`config.mk`:
```
export PLATFORM = sky130hd
export DESIGN_NAME = proc6_control_unit
export DESIGN_NICKNAME = d
export VERILOG_FILES = /design/src/rtl/proc6_control_unit.sv
export SDC_FILE = /design/constraint.sdc
export NUM_CORES = 1
export LEC_CHECK = 0
export BUFFER_PORTS_ARGS = -buffer_cell sky130_fd_sc_hd__buf_2
export CAP_MARGIN = 20
export CORE_MARGIN = 2
export CORE_UTILIZATION = 60
export DETAILED_ROUTE_END_ITERATION = 10
export PLACE_DENSITY = 0.85
export SETUP_SLACK_MARGIN = 0.4
export SYNTH_ARGS = -nofsm -noshare
export SYNTH_HDL_FRONTEND = slang
export SYNTH_SLANG_ARGS = --single-unit
```
`constraint.sdc`:
```
create_clock -name clk -period 4.8 [get_ports clk]
set_input_delay 1.44 -clock clk [delete_from_list [all_inputs] [get_ports clk]]
set_output_delay 1.44 -clock clk [all_outputs]
set_load 0.005 [all_outputs]
```
`src/rtl/proc6_control_unit.sv`:
```
// FSM controller for the 6-instruction processor: owns PC and IR and sequences
// fetch/decode/execute. Datapath controls come straight from registers, so reset clears them at once.
module proc6_control_unit #(
   parameter int unsigned PC_WIDTH      = 16,
   parameter int unsigned D_ADDR_WIDTH  = 8,
   parameter int unsigned RF_ADDR_WIDTH = 4
) (
   input  logic                     clk,
   input  logic                     rst_n,
   output logic [PC_WIDTH-1:0]      i_addr,
   output logic                     i_rd,
   input  logic [15:0]              i_data,
   output logic [D_ADDR_WIDTH-1:0]  d_addr,
   output logic                     d_rd,
   output logic                     d_wr,
   output logic [7:0]               rf_w_data,
   output logic [1:0]               rf_s,
   output logic [RF_ADDR_WIDTH-1:0] rf_w_addr,
   output logic                     rf_w_wr,
   output logic [RF_ADDR_WIDTH-1:0] rf_rp_addr,
   output logic                     rf_rp_rd,
   output logic [RF_ADDR_WIDTH-1:0] rf_rq_addr,
   output logic                     rf_rq_rd,
   input  logic                     rf_rp_zero,
   output logic [1:0]               alu_s,
   output logic [3:0]               state_dbg
);

   typedef enum logic [3:0] {
      StInit   = 4'd0,
      StFetch  = 4'd1,
      StDecode = 4'd2,
      StLoad   = 4'd3,
      StStore  = 4'd4,
      StAdd    = 4'd5,
      StLoadc  = 4'd6,
      StSub    = 4'd7,
      StJmpz   = 4'd8,
      StJmpzT  = 4'd9
   } state_e;

   state_e                   r_state;
   logic [PC_WIDTH-1:0]      r_pc;
   logic [15:0]              r_ir;

   logic                     r_i_rd;
   logic [D_ADDR_WIDTH-1:0]  r_d_addr;
   logic                     r_d_rd;
   logic                     r_d_wr;
   logic [7:0]               r_rf_w_data;
   logic [1:0]               r_rf_s;
   logic [RF_ADDR_WIDTH-1:0] r_rf_w_addr;
   logic                     r_rf_w_wr;
   logic [RF_ADDR_WIDTH-1:0] r_rf_rp_addr;
   logic                     r_rf_rp_rd;
   logic [RF_ADDR_WIDTH-1:0] r_rf_rq_addr;
   logic                     r_rf_rq_rd;
   logic [1:0]               r_alu_s;

   logic [3:0]               w_op;
   logic [RF_ADDR_WIDTH-1:0] w_ra;
   logic [RF_ADDR_WIDTH-1:0] w_rb;
   logic [RF_ADDR_WIDTH-1:0] w_rc;
   logic [D_ADDR_WIDTH-1:0]  w_d;
   logic [PC_WIDTH-1:0]      w_offset;

   assign w_op     = r_ir[15:12];
   assign w_ra     = r_ir[8 +: RF_ADDR_WIDTH];
   assign w_rb     = r_ir[4 +: RF_ADDR_WIDTH];
   assign w_rc     = r_ir[0 +: RF_ADDR_WIDTH];
   assign w_d      = r_ir[D_ADDR_WIDTH-1:0];
   assign w_offset = {{(PC_WIDTH-8){r_ir[7]}}, r_ir[7:0]};

   // Outputs are loaded together with the state they belong to, i.e. on the
   // edge that enters that state, so every output is a flop.
   always_ff @(posedge clk or negedge rst_n) begin
      if (!rst_n) begin
         r_state      <= StInit;
         r_pc         <= '0;
         r_ir         <= '0;
         r_i_rd       <= 1'b0;
         r_d_addr     <= '0;
         r_d_rd       <= 1'b0;
         r_d_wr       <= 1'b0;
         r_rf_w_data  <= '0;
         r_rf_s       <= '0;
         r_rf_w_addr  <= '0;
         r_rf_w_wr    <= 1'b0;
         r_rf_rp_addr <= '0;
         r_rf_rp_rd   <= 1'b0;
         r_rf_rq_addr <= '0;
         r_rf_rq_rd   <= 1'b0;
         r_alu_s      <= '0;
      end else begin
         r_i_rd       <= 1'b0;
         r_d_addr     <= '0;
         r_d_rd       <= 1'b0;
         r_d_wr       <= 1'b0;
         r_rf_w_data  <= '0;
         r_rf_s       <= '0;
         r_rf_w_addr  <= '0;
         r_rf_w_wr    <= 1'b0;
         r_rf_rp_addr <= '0;
         r_rf_rp_rd   <= 1'b0;
         r_rf_rq_addr <= '0;
         r_rf_rq_rd   <= 1'b0;
         r_alu_s      <= '0;
         unique case (r_state)
            StInit: begin
               r_state <= StFetch;
               r_i_rd  <= 1'b1;
            end
            StFetch: begin
               r_ir    <= i_data;
               r_pc    <= r_pc + PC_WIDTH'(1);
               r_state <= StDecode;
            end
            StDecode: begin
               case (w_op)
                  4'h0: begin
                     r_state     <= StLoad;
                     r_d_addr    <= w_d;
                     r_d_rd      <= 1'b1;
                     r_rf_s      <= 2'b01;
                     r_rf_w_addr <= w_ra;
                     r_rf_w_wr   <= 1'b1;
                  end
                  4'h1: begin
                     r_state      <= StStore;
                     r_d_addr     <= w_d;
                     r_d_wr       <= 1'b1;
                     r_rf_rp_addr <= w_ra;
                     r_rf_rp_rd   <= 1'b1;
                  end
                  4'h2, 4'h4: begin
                     r_state      <= (w_op == 4'h2) ? StAdd : StSub;
                     r_alu_s      <= (w_op == 4'h2) ? 2'b01 : 2'b10;
                     r_rf_rp_addr <= w_rb;
                     r_rf_rp_rd   <= 1'b1;
                     r_rf_rq_addr <= w_rc;
                     r_rf_rq_rd   <= 1'b1;
                     r_rf_w_addr  <= w_ra;
                     r_rf_w_wr    <= 1'b1;
                  end
                  4'h3: begin
                     r_state     <= StLoadc;
                     r_rf_s      <= 2'b10;
                     r_rf_w_data <= r_ir[7:0];
                     r_rf_w_addr <= w_ra;
                     r_rf_w_wr   <= 1'b1;
                  end
                  4'h5: begin
                     r_state      <= StJmpz;
                     r_rf_rp_addr <= w_ra;
                     r_rf_rp_rd   <= 1'b1;
                  end
                  default: begin
                     r_state <= StFetch;
                     r_i_rd  <= 1'b1;
                  end
               endcase
            end
            StLoad, StStore, StAdd, StLoadc, StSub: begin
               r_state <= StFetch;
               r_i_rd  <= 1'b1;
            end
            StJmpz: begin
               if (rf_rp_zero) begin
                  r_state <= StJmpzT;
               end else begin
                  r_state <= StFetch;
                  r_i_rd  <= 1'b1;
               end
            end
            StJmpzT: begin
               // PC already points past the JMPZ; the offset is relative to the JMPZ itself.
               r_pc    <= r_pc + w_offset - PC_WIDTH'(1);
               r_state <= StFetch;
               r_i_rd  <= 1'b1;
            end
            default: r_state <= StInit;
         endcase
      end
   end

   assign i_addr     = r_pc;
   assign i_rd       = r_i_rd;
   assign d_addr     = r_d_addr;
   assign d_rd       = r_d_rd;
   assign d_wr       = r_d_wr;
   assign rf_w_data  = r_rf_w_data;
   assign rf_s       = r_rf_s;
   assign rf_w_addr  = r_rf_w_addr;
   assign rf_w_wr    = r_rf_w_wr;
   assign rf_rp_addr = r_rf_rp_addr;
   assign rf_rp_rd   = r_rf_rp_rd;
   assign rf_rq_addr = r_rf_rq_addr;
   assign rf_rq_rd   = r_rf_rq_rd;
   assign alu_s      = r_alu_s;
   assign state_dbg  = r_state;

endmodule

```
==> results.sh, run 1 <==
export IMPL_async_reset_ff_frac=1.00
export IMPL_worst_setup_path_end_kind="register"
export IMPL_setup_violations=0
export IMPL_totalWireLength_um=9530
export IMPL_whs_path_depth=1
export IMPL_slew_violations=0
export IMPL_fmax_mhz=361
export IMPL_grt_max_degree=41
export IMPL_post_route_period_util=0.578
export IMPL_synth_compound_area_frac=0.150
export IMPL_rr_worst_depth=13
export IMPL_synth_mux_area_frac=0.0297
export IMPL_syn_area_um2=4040
export IMPL_layout_common_cells="76 x buf_2, 74 x dfrtp_1, 52 x inv_1"
export IMPL_synth_top_area_frac=0.458
export IMPL_cts_setup_buffers=0
export IMPL_fin_ws_ns=2.03
export IMPL_root_buffer="clkbuf_8"
export IMPL_synth_edf_count=0
export IMPL_finalHoldViolCount=0
export IMPL_syn_area_per_cell_um2=9.49
export IMPL_p_leak_nw=2.41
export IMPL_grt_overflow_total=0
export IMPL_antenna_cells=0
export IMPL_port_buffers=76
export IMPL_drt_iter0_markers=254
export IMPL_synth_xor_area_share=0.0325
export IMPL_vias=3417
export IMPL_final_common_cell="buf_2"
export IMPL_synth_main_ff_cell="dfrtp_1"
export IMPL_dp_hpwl_um=6890
export IMPL_place_ws_ns=2.08
export IMPL_grt_pass1_wl_um=15700
export IMPL_wl_per_cell_um=16.4
export IMPL_relSlewSlack=0.417
export IMPL_cts_repair_resized=0
export IMPL_vdd_drop_max_v=0.000386
export IMPL_clock_sinks=74
export IMPL_antenna_found_initial=0
export IMPL_nets=548
export IMPL_period_needed_ns=2.77
export IMPL_ant_nets=0
export IMPL_syn_nets=476
export IMPL_placed_area_um2=4450
export IMPL_syn2layout_area_growth_pct=16.9
export IMPL_cp_cell_sequence="inv_1, ha_1, inv_1, ha_1, inv_1, fa_1, nor2b_1, o31ai_2, a21oi_2, nor2_1, o21bai_2, xnor2_1, a221oi_1"
export IMPL_clk_path_buf_depth=2
export IMPL_grtUsageTotal=0.271
export IMPL_fin_setup_tns_ns=0
export IMPL_crit_fanout=5
export IMPL_path_class="reg2reg"
export IMPL_tightest_slew_ns=0.867
export IMPL_yosys_area_share_adder=0.0978
export IMPL_status="finished, final reports clean"
export IMPL_numCtsBuffers=9
export IMPL_drive_above_1_share=0.235
export IMPL_hold_buffers=0
export IMPL_cpMostUsedCell="inv_1"
export IMPL_cap_violations=0
export IMPL_cp_arrival_ns=3.02
export IMPL_synth_top_family_by_area="simple AND/OR/NAND/NOR gates"
export IMPL_final_area_um2=4730
export IMPL_powerDensity_nw_per_um2=752
export IMPL_synthCells=426
export IMPL_rsz0062_at_grt="no"
export IMPL_finClkSkew_ns=0.00934
export IMPL_vias_per_cell=5.89
export IMPL_die_h_um=86.1
export IMPL_core_um2=6420
export IMPL_clk_pin_slew_ns=0.08
export IMPL_synth_simple_area_share=0.158
export IMPL_total_power_mw=3.55
export IMPL_yosys_warnings=0
export IMPL_synthTopCellsByArea="dfrtp_1 46%, ha_1 9.3%, inv_1 4.8%, nor3_1 3.8%, a21oi_1 3.5%"
export IMPL_cts_tree="yes"
export IMPL_start_util=0.629
export IMPL_die_area_um2=7410
export IMPL_cpMaxStageDelayCell="dfrtp_1"
export IMPL_yosysSeqAreaShare=0.458
export IMPL_drt_pass1_iterations=4
export IMPL_synth_seq_cells=74
export IMPL_ios=77
export IMPL_gp_congestion=0.976
export IMPL_yosysTopAreaCell="dfrtp_1"
export IMPL_cpPeakStageDelay_ns=0.43
export IMPL_cp_required_ns=5.04
export IMPL_ctsHtreeMaxLevel=3
export IMPL_dp_cells=563
export IMPL_clock_latency_ns=0.34
export IMPL_die_w_um=86.1
export IMPL_grt_pass1_vias=3356
export IMPL_synth_cell_types=52
export IMPL_layout_cells_non_filler=580
export IMPL_core_rowCount=29
export IMPL_hp_class="reg2reg"
export IMPL_worstSetupStartpointType="register"
export IMPL_drc_errors=0
[logic make-up after synthesis]
family	Yosys count
xor gates and xnor gates	15
DFF	74
muxes	11
and+or+nand+nor	129
AOI/OAI and AO/OA	93
buffers and inverters	73
adders and majority gates	31
[state kept, by name (all words and copies together), names as in the netlist, 2 cells and up]
name and flops:
alu_s 2, d_addr 8, i_addr 16, rf_rq_addr 4, rf_rp_addr 4, state_dbg 4, rf_w_data 8, rf_w_addr 4
rf_s 2, r_ir 16
[stage by stage]
| step | hold WS (ns) | util |
|---|---|---|
| 2_1_floorplan | 0.454 | - |
| 3_3_place_gp | 0.464 | 0.692 |
| 5_1_grt | 0.506 | 0.736 |
| 3_5_place_dp | 0.468 | 0.692 |
| 4_1_cts | 0.486 | 0.733 |
| 6_report | 0.484 | 0.736 |
[power by group]
part	leakage, nW	switching, mW	internal, mW
registers	0.970	0.159	0.769
clock network	0.131	0.238	0.401
logic	1.31	1.16	0.831
total	2.41	1.55	2.00
[path summary, 6_finish.rpt]
path | start | endpoint | slack [ns]
max | i_addr[1] | i_addr[13] | 2.03
min reg2reg | i_addr[15] | i_addr[15] | 0.48
min | i_addr[15] | i_addr[15] | 0.48
max in group asynchronous | rst_n | rf_rq_rd | 2.85
min in group asynchronous | rst_n | d_addr[2] | 1.18
max reg2reg | i_addr[1] | i_addr[13] | 2.03
[routing by layer]
layer,vias to the layer above,GRT usage,routed length (um)
met4,0,0.140,325
met2,131,0.459,4850
met1,1646,0.338,3770
met3,27,0.0366,586
li1,1613,-,-
met5,-,0,0
[synth_stat cells, types with 2 or more instances]
cell      instances
a21oi_2           2
buf_2             4
nor2b_1           8
nor3b_1           3
a21oi_1          28
o211ai_1          5
mux2i_1           3
dfrtp_1          74
o21ai_0          18
or2_2             2
o22ai_1           4
nand3_1           7
xnor2_1          10
nand2_1          25
o21a_1            2
clkbuf_8          2
a31o_2            2
a22oi_1           5
clkbuf_1         13
a21o_1            2
xor2_1            5
and2_1           10
a31oi_1           6
ha_1             30
nor3_1           31
nand4_1           5
mux2_2            8
inv_1            52
inv_2             2
o21ai_1           3
nor2_1           30
a221oi_1          5
[worst max-delay path, delay by kind of cell, from the launching register on]
kind | cells | cell delay (ns)
and+or+nand+nor | 2 | 0.33
DFF | 1 | 0.43
adders and majority gates | 3 | 0.88
buffers and inverters | 3 | 0.20
AOI/OAI and AO/OA | 4 | 0.74
xor gates and xnor gates | 1 | 0.11
[final cells by class]
cell class                 count  area [um^2]
multi-input combinational    279         1890
timing repair buffer          80          418
inverter                      54          203
clock inverter                 6          138
clock buffer                  10          128
tap                           77         96.3
fill                         438         1700
sequential                    74         1850
Note: power is estimated with default switching activity, not from simulation.
==> run 2: changes to the inputs <==
--- a/config.mk
+++ b/config.mk
@@ -8,9 +8,9 @@
 export BUFFER_PORTS_ARGS = -buffer_cell sky130_fd_sc_hd__buf_2
 export CAP_MARGIN = 20
 export CORE_MARGIN = 2
-export CORE_UTILIZATION = 60
+export CORE_UTILIZATION = 50
 export DETAILED_ROUTE_END_ITERATION = 10
-export PLACE_DENSITY = 0.85
+export PLACE_DENSITY = 0.76
 export SETUP_SLACK_MARGIN = 0.4
 export SYNTH_ARGS = -nofsm -noshare
 export SYNTH_HDL_FRONTEND = slang
==> constraint.sdc (replaced) <==
create_clock -name clk -period 2.5 [get_ports clk]
set_input_delay 0.75 -clock clk [delete_from_list [all_inputs] [get_ports clk]]
set_output_delay 0.75 -clock clk [all_outputs]
set_load 0.005 [all_outputs]
==> results.sh, run 2 (same netlist as run 1, synthesis figures left out) <==
export IMPL_core_rowCount=32
export IMPL_vias=3506
export IMPL_grt_overflow_total=0
export IMPL_syn2layout_area_growth_pct=30.5
export IMPL_p_leak_nw=2.56
export IMPL_rr_worst_depth=11
export IMPL_drive_above_1_share=0.390
export IMPL_numCtsBuffers=9
export IMPL_setup_violations=0
export IMPL_crit_fanout=6
export IMPL_grtUsageTotal=0.247
export IMPL_status="finished, final reports clean"
export IMPL_grt_pass1_wl_um=16800
export IMPL_antenna_found_initial=0
export IMPL_die_h_um=93.9
export IMPL_tightest_slew_ns=0.753
export IMPL_root_buffer="clkbuf_8"
export IMPL_vdd_drop_max_v=0.000608
export IMPL_fillers=584
export IMPL_clk_path_buf_depth=2
export IMPL_final_common_cell="buf_2"
export IMPL_clk_pin_slew_ns=0.09
export IMPL_post_route_period_util=0.987
export IMPL_vias_per_cell=5.44
export IMPL_cts_tree="yes"
export IMPL_slew_violations=0
export IMPL_rsz0062_at_grt="yes"
export IMPL_rr_endpoint="i_addr[15]"
export IMPL_cap_violations=0
export IMPL_ios=77
export IMPL_grt_max_degree=75
export IMPL_worstSetupStartpointType="register"
export IMPL_antenna_cells=0
export IMPL_final_util=0.679
export IMPL_gp_congestion=0.864
export IMPL_totalWireLength_um=10700
export IMPL_worst_setup_path_end_kind="register"
export IMPL_drt_iter0_markers=296
export IMPL_finClkSkew_ns=0.0110
export IMPL_finalHoldViolCount=0
export IMPL_dp_hpwl_um=7060
export IMPL_r2r_start="r_ir[7]"
export IMPL_cp_required_ns=2.77
export IMPL_ctsHtreeMaxLevel=3
export IMPL_layout_common_cells="76 x buf_2, 73 x dfrtp_1, 42 x buf_4"
export IMPL_path_class="reg2reg"
export IMPL_start_util=0.520
export IMPL_drt_pass1_iterations=4
export IMPL_wl_per_cell_um=16.5
export IMPL_core_um2=7770
export IMPL_die_w_um=93.9
export IMPL_powerDensity_nw_per_um2=1540
export IMPL_port_buffers=76
export IMPL_die_area_um2=8820
export IMPL_drc_errors=0
export IMPL_nets=588
export IMPL_fin_setup_tns_ns=0
export IMPL_grt_pass1_vias=3447
export IMPL_clock_latency_ns=0.36
export IMPL_fmax_mhz=405
export IMPL_period_needed_ns=2.47
export IMPL_dp_cells=602
export IMPL_reg2reg_slack_ns=0.03
export IMPL_relSlewSlack=0.497
export IMPL_layout_cells_non_filler=645
export IMPL_clock_sinks=74
export IMPL_ant_nets=0
export IMPL_cp_arrival_ns=2.74
export IMPL_hp_class="in2async"
-- run 2: how the worst max path moves through the flow --
stage	start	to	slack [ns]	depth (start not counted)
2_1_floorplan	i_addr[1]	i_addr[13]	0.21	13
3_3_place_gp	r_ir[7]	i_addr[15]	0.09	11
3_5_place_dp	r_ir[1]	i_addr[15]	0.04	13
4_1_cts	r_ir[7]	i_addr[15]	0.07	11
5_1_grt	r_ir[7]	i_addr[14]	-0.01	11
6_report	r_ir[7]	i_addr[15]	0.03	11
-- run 2: metrics by stage --
| stage | area [um^2] | hold WS, ns | total power, mW | setup WS (ns) |
|---|---|---|---|---|
| after global routing | 5280 | 0.456 | 8.73 | -0.0133 |
| after global placement | 4740 | 0.458 | 5.94 | 0.0948 |
| after floorplan | 4210 | 0.454 | 5.02 | 0.207 |
| after CTS | 5130 | 0.426 | 7.52 | 0.0677 |
| final | 5280 | 0.423 | 8.15 | 0.0319 |
| after detailed placement | 4740 | 0.464 | 6.04 | 0.0369 |
-- run 2: power by group --
part | internal [mW] | switching [mW]
Combinational | 2.58 | 2.84
Clock | 0.494 | 0.473
Sequential | 1.48 | 0.286
Total | 4.55 | 3.60
-- run 2: final cells by class --
type	count	area [um^2]	area share
well taps	102	128	0.0242
inverters	54	210	0.0398
clock inverters	5	62.6	0.0119
multi-input cells	279	2160	0.409
clock buffers	11	141	0.0268
repair buffers	119	716	0.136
flip-flops and latches	74	1850	0.351
repair inverters	1	7.51	0.00142
-- run 2: worst max-delay path, cell delays in order, from the launching register on --
cell,delay [ns]
dfrtp_2,0.43
clkinvlp_4,0.18
ha_4,0.30
inv_2,0.04
ha_4,0.25
a21oi_2,0.13
o21ai_2,0.09
or3b_4,0.40
o22ai_2,0.12
xnor2_1,0.16
a32oi_2,0.08
xnor2_1,0.21
-- run 2: what timing repair did --
action                     in CTS  in global routing
gates cloned                    0                  1
buffers inserted               18                  8
setup endpoints to repair       9                 10
pin swaps                      11                 18
hold buffers                    0                  0
gates resized for setup        17                 19
-- run 2: metal layers --
layer	wire [um]	share of wire	GRT usage	vias to the layer above
met3	618	0.058	0.0417	15
met1	4750	0.44	0.326	1668
met4	149	0.014	0.106	0
met2	5150	0.48	0.401	134
li1	-	-	-	1689
met5	0	0	0	-
==> run 3: changes to the inputs <==
--- a/config.mk
+++ b/config.mk
@@ -10,7 +10,7 @@
 export CORE_MARGIN = 2
 export CORE_UTILIZATION = 50
 export DETAILED_ROUTE_END_ITERATION = 10
-export PLACE_DENSITY = 0.76
+export PLACE_DENSITY = 0.79
 export SETUP_SLACK_MARGIN = 0.4
 export SYNTH_ARGS = -nofsm -noshare
 export SYNTH_HDL_FRONTEND = slang
==> results.sh, run 3 (same netlist as run 1, synthesis figures left out) <==
export IMPL_placed_area_um2=4760
export IMPL_nets=585
export IMPL_syn2layout_area_growth_pct=33.4
export IMPL_cp_arrival_ns=2.72
export IMPL_rr_worst_depth=11
export IMPL_cpMostUsedCell="xnor2_1"
export IMPL_dp_hpwl_um=7190
export IMPL_setup_violations=0
export IMPL_grt_overflow_total=0
export IMPL_core_um2=7770
export IMPL_total_power_mw=8.71
export IMPL_finalHoldViolCount=0
export IMPL_drc_errors=0
export IMPL_hp_class="in2async"
export IMPL_cpPeakStageDelay_ns=0.43
export IMPL_antenna_found_initial=0
export IMPL_die_w_um=93.9
export IMPL_layout_common_cells="76 x buf_2, 74 x dfrtp_1, 32 x buf_4"
export IMPL_crit_fanout=8
export IMPL_slew_violations=0
export IMPL_numCtsBuffers=9
export IMPL_totalWireLength_um=11300
export IMPL_drt_pass1_iterations=6
export IMPL_core_rowCount=32
export IMPL_fmax_mhz=406
export IMPL_die_h_um=93.9
export IMPL_grt_pass1_vias=3571
export IMPL_cpMaxStageDelayCell="dfrtp_1"
export IMPL_rsz0062_at_grt="yes"
export IMPL_ant_nets=0
export IMPL_ios=77
export IMPL_grt_pass1_wl_um=17700
export IMPL_antenna_cells=0
export IMPL_place_ws_ns=-0.0541
export IMPL_drt_iter0_markers=344
export IMPL_status="finished, final reports clean"
export IMPL_vias=3699
export IMPL_final_area_um2=5390
export IMPL_worstSetupStartpointType="register"
export IMPL_grt_max_degree=75
export IMPL_finClkSkew_ns=0.0172
export IMPL_ctsHtreeMaxLevel=3
export IMPL_cp_cell_sequence="inv_4, ha_1, inv_2, ha_4, a21oi_2, o21ai_2, or3b_1, o22ai_2, xnor2_1, a32oi_2, xnor2_1"
export IMPL_gp_congestion=0.882
export IMPL_root_buffer="clkbuf_8"
export IMPL_relSlewSlack=0.469
export IMPL_start_util=0.520
export IMPL_clock_latency_ns=0.37
export IMPL_die_area_um2=8820
export IMPL_cp_required_ns=2.75
export IMPL_cts_tree="yes"
export IMPL_clock_sinks=74
export IMPL_final_common_cell="buf_2"
export IMPL_vdd_drop_max_v=0.000749
export IMPL_cp_depth=11
export IMPL_wl_per_cell_um=17.5
export IMPL_fin_ws_ns=0.0353
export IMPL_cp_top_family="compound AO/OA/AOI/OAI gates"
export IMPL_drive_above_1_share=0.406
export IMPL_path_class="reg2reg"
export IMPL_post_route_period_util=0.986
export IMPL_p_leak_nw=2.61
export IMPL_cap_violations=0
export IMPL_tightest_slew_ns=0.796
export IMPL_grtUsageTotal=0.263
export IMPL_crit_buf_inv=2
export IMPL_clk_pin_slew_ns=0.09
export IMPL_powerDensity_nw_per_um2=1610
export IMPL_period_needed_ns=2.46
export IMPL_hold_buffers=0
export IMPL_vias_per_cell=5.76
export IMPL_clk_path_buf_depth=2
export IMPL_worst_setup_path_end_kind="register"
export IMPL_port_buffers=76
[run 3: cell count changes in the layout (fill, tap and decap cells not counted), sizes merged]
cell / previous run / this run
clkinvlp: 3 / 0
buf: 119 / 117
bufinv: 1 / 2
clkbuf: 11 / 10
clkinv: 1 / 2
inv: 55 / 56
[run 3: metrics by stage]
stage	hold WS, ns	util	TNS (ns)	std cells
after global routing	0.445	0.694	-0.134	642
after detailed placement	0.468	0.612	-0.0541	604
after CTS	0.421	0.687	0	640
after floorplan	0.454	-	0	426
after global placement	0.460	0.612	0	604
final	0.403	0.694	0	642
[run 3: worst paths after layout]
path / from / slack (ns) / end
min: rst_n / 0.40 / rf_rp_addr[0]
max in group asynchronous: rst_n / 1.79 / r_ir[3]
max: r_ir[7] / 0.04 / i_addr[15]
min reg2reg: i_addr[15] / 0.48 / i_addr[15]
max reg2reg: r_ir[7] / 0.04 / i_addr[15]
min in group clk: i_addr[15] / 0.48 / i_addr[15]
[run 3: repair_timing]
action                     4_1_cts  5_1_grt
pin swaps                       27       11
setup buffers                   20        2
setup endpoints to repair        9       12
gates resized for setup         46       10
[run 3: worst reg2reg max path, cell delays in order, from the launching register on]
cell,delay [ns]
dfrtp_1,0.43
inv_4,0.16
ha_1,0.27
inv_2,0.07
ha_4,0.23
a21oi_2,0.17
o21ai_2,0.10
or3b_1,0.40
o22ai_2,0.14
xnor2_1,0.15
a32oi_2,0.09
xnor2_1,0.17
[run 3: metal layers]
layer / vias up / wire [um] / GRT usage
met4: 0 / 362 / 0.120
met1: 1751 / 4680 / 0.347
met5: - / 0 / 0
li1: 1684 / - / -
met3: 42 / 906 / 0.0433
met2: 222 / 5310 / 0.426
[run 3: layout make-up]
cell class,instances,area (um^2)
clock inverters,6,97.6
fillers,532,2370
inverters,54,205
multi-input cells,279,2240
well taps,102,128
repair buffers,117,731
flip-flops and latches,74,1850
clock buffers,10,138
[run 3: power breakdown]
group | switching, mW | internal, mW | total (mW)
clock | 0.497 | 0.603 | 1.10
sequential | 0.286 | 1.48 | 1.76
combinational | 3.04 | 2.81 | 5.85
total | 3.82 | 4.89 | 8.71
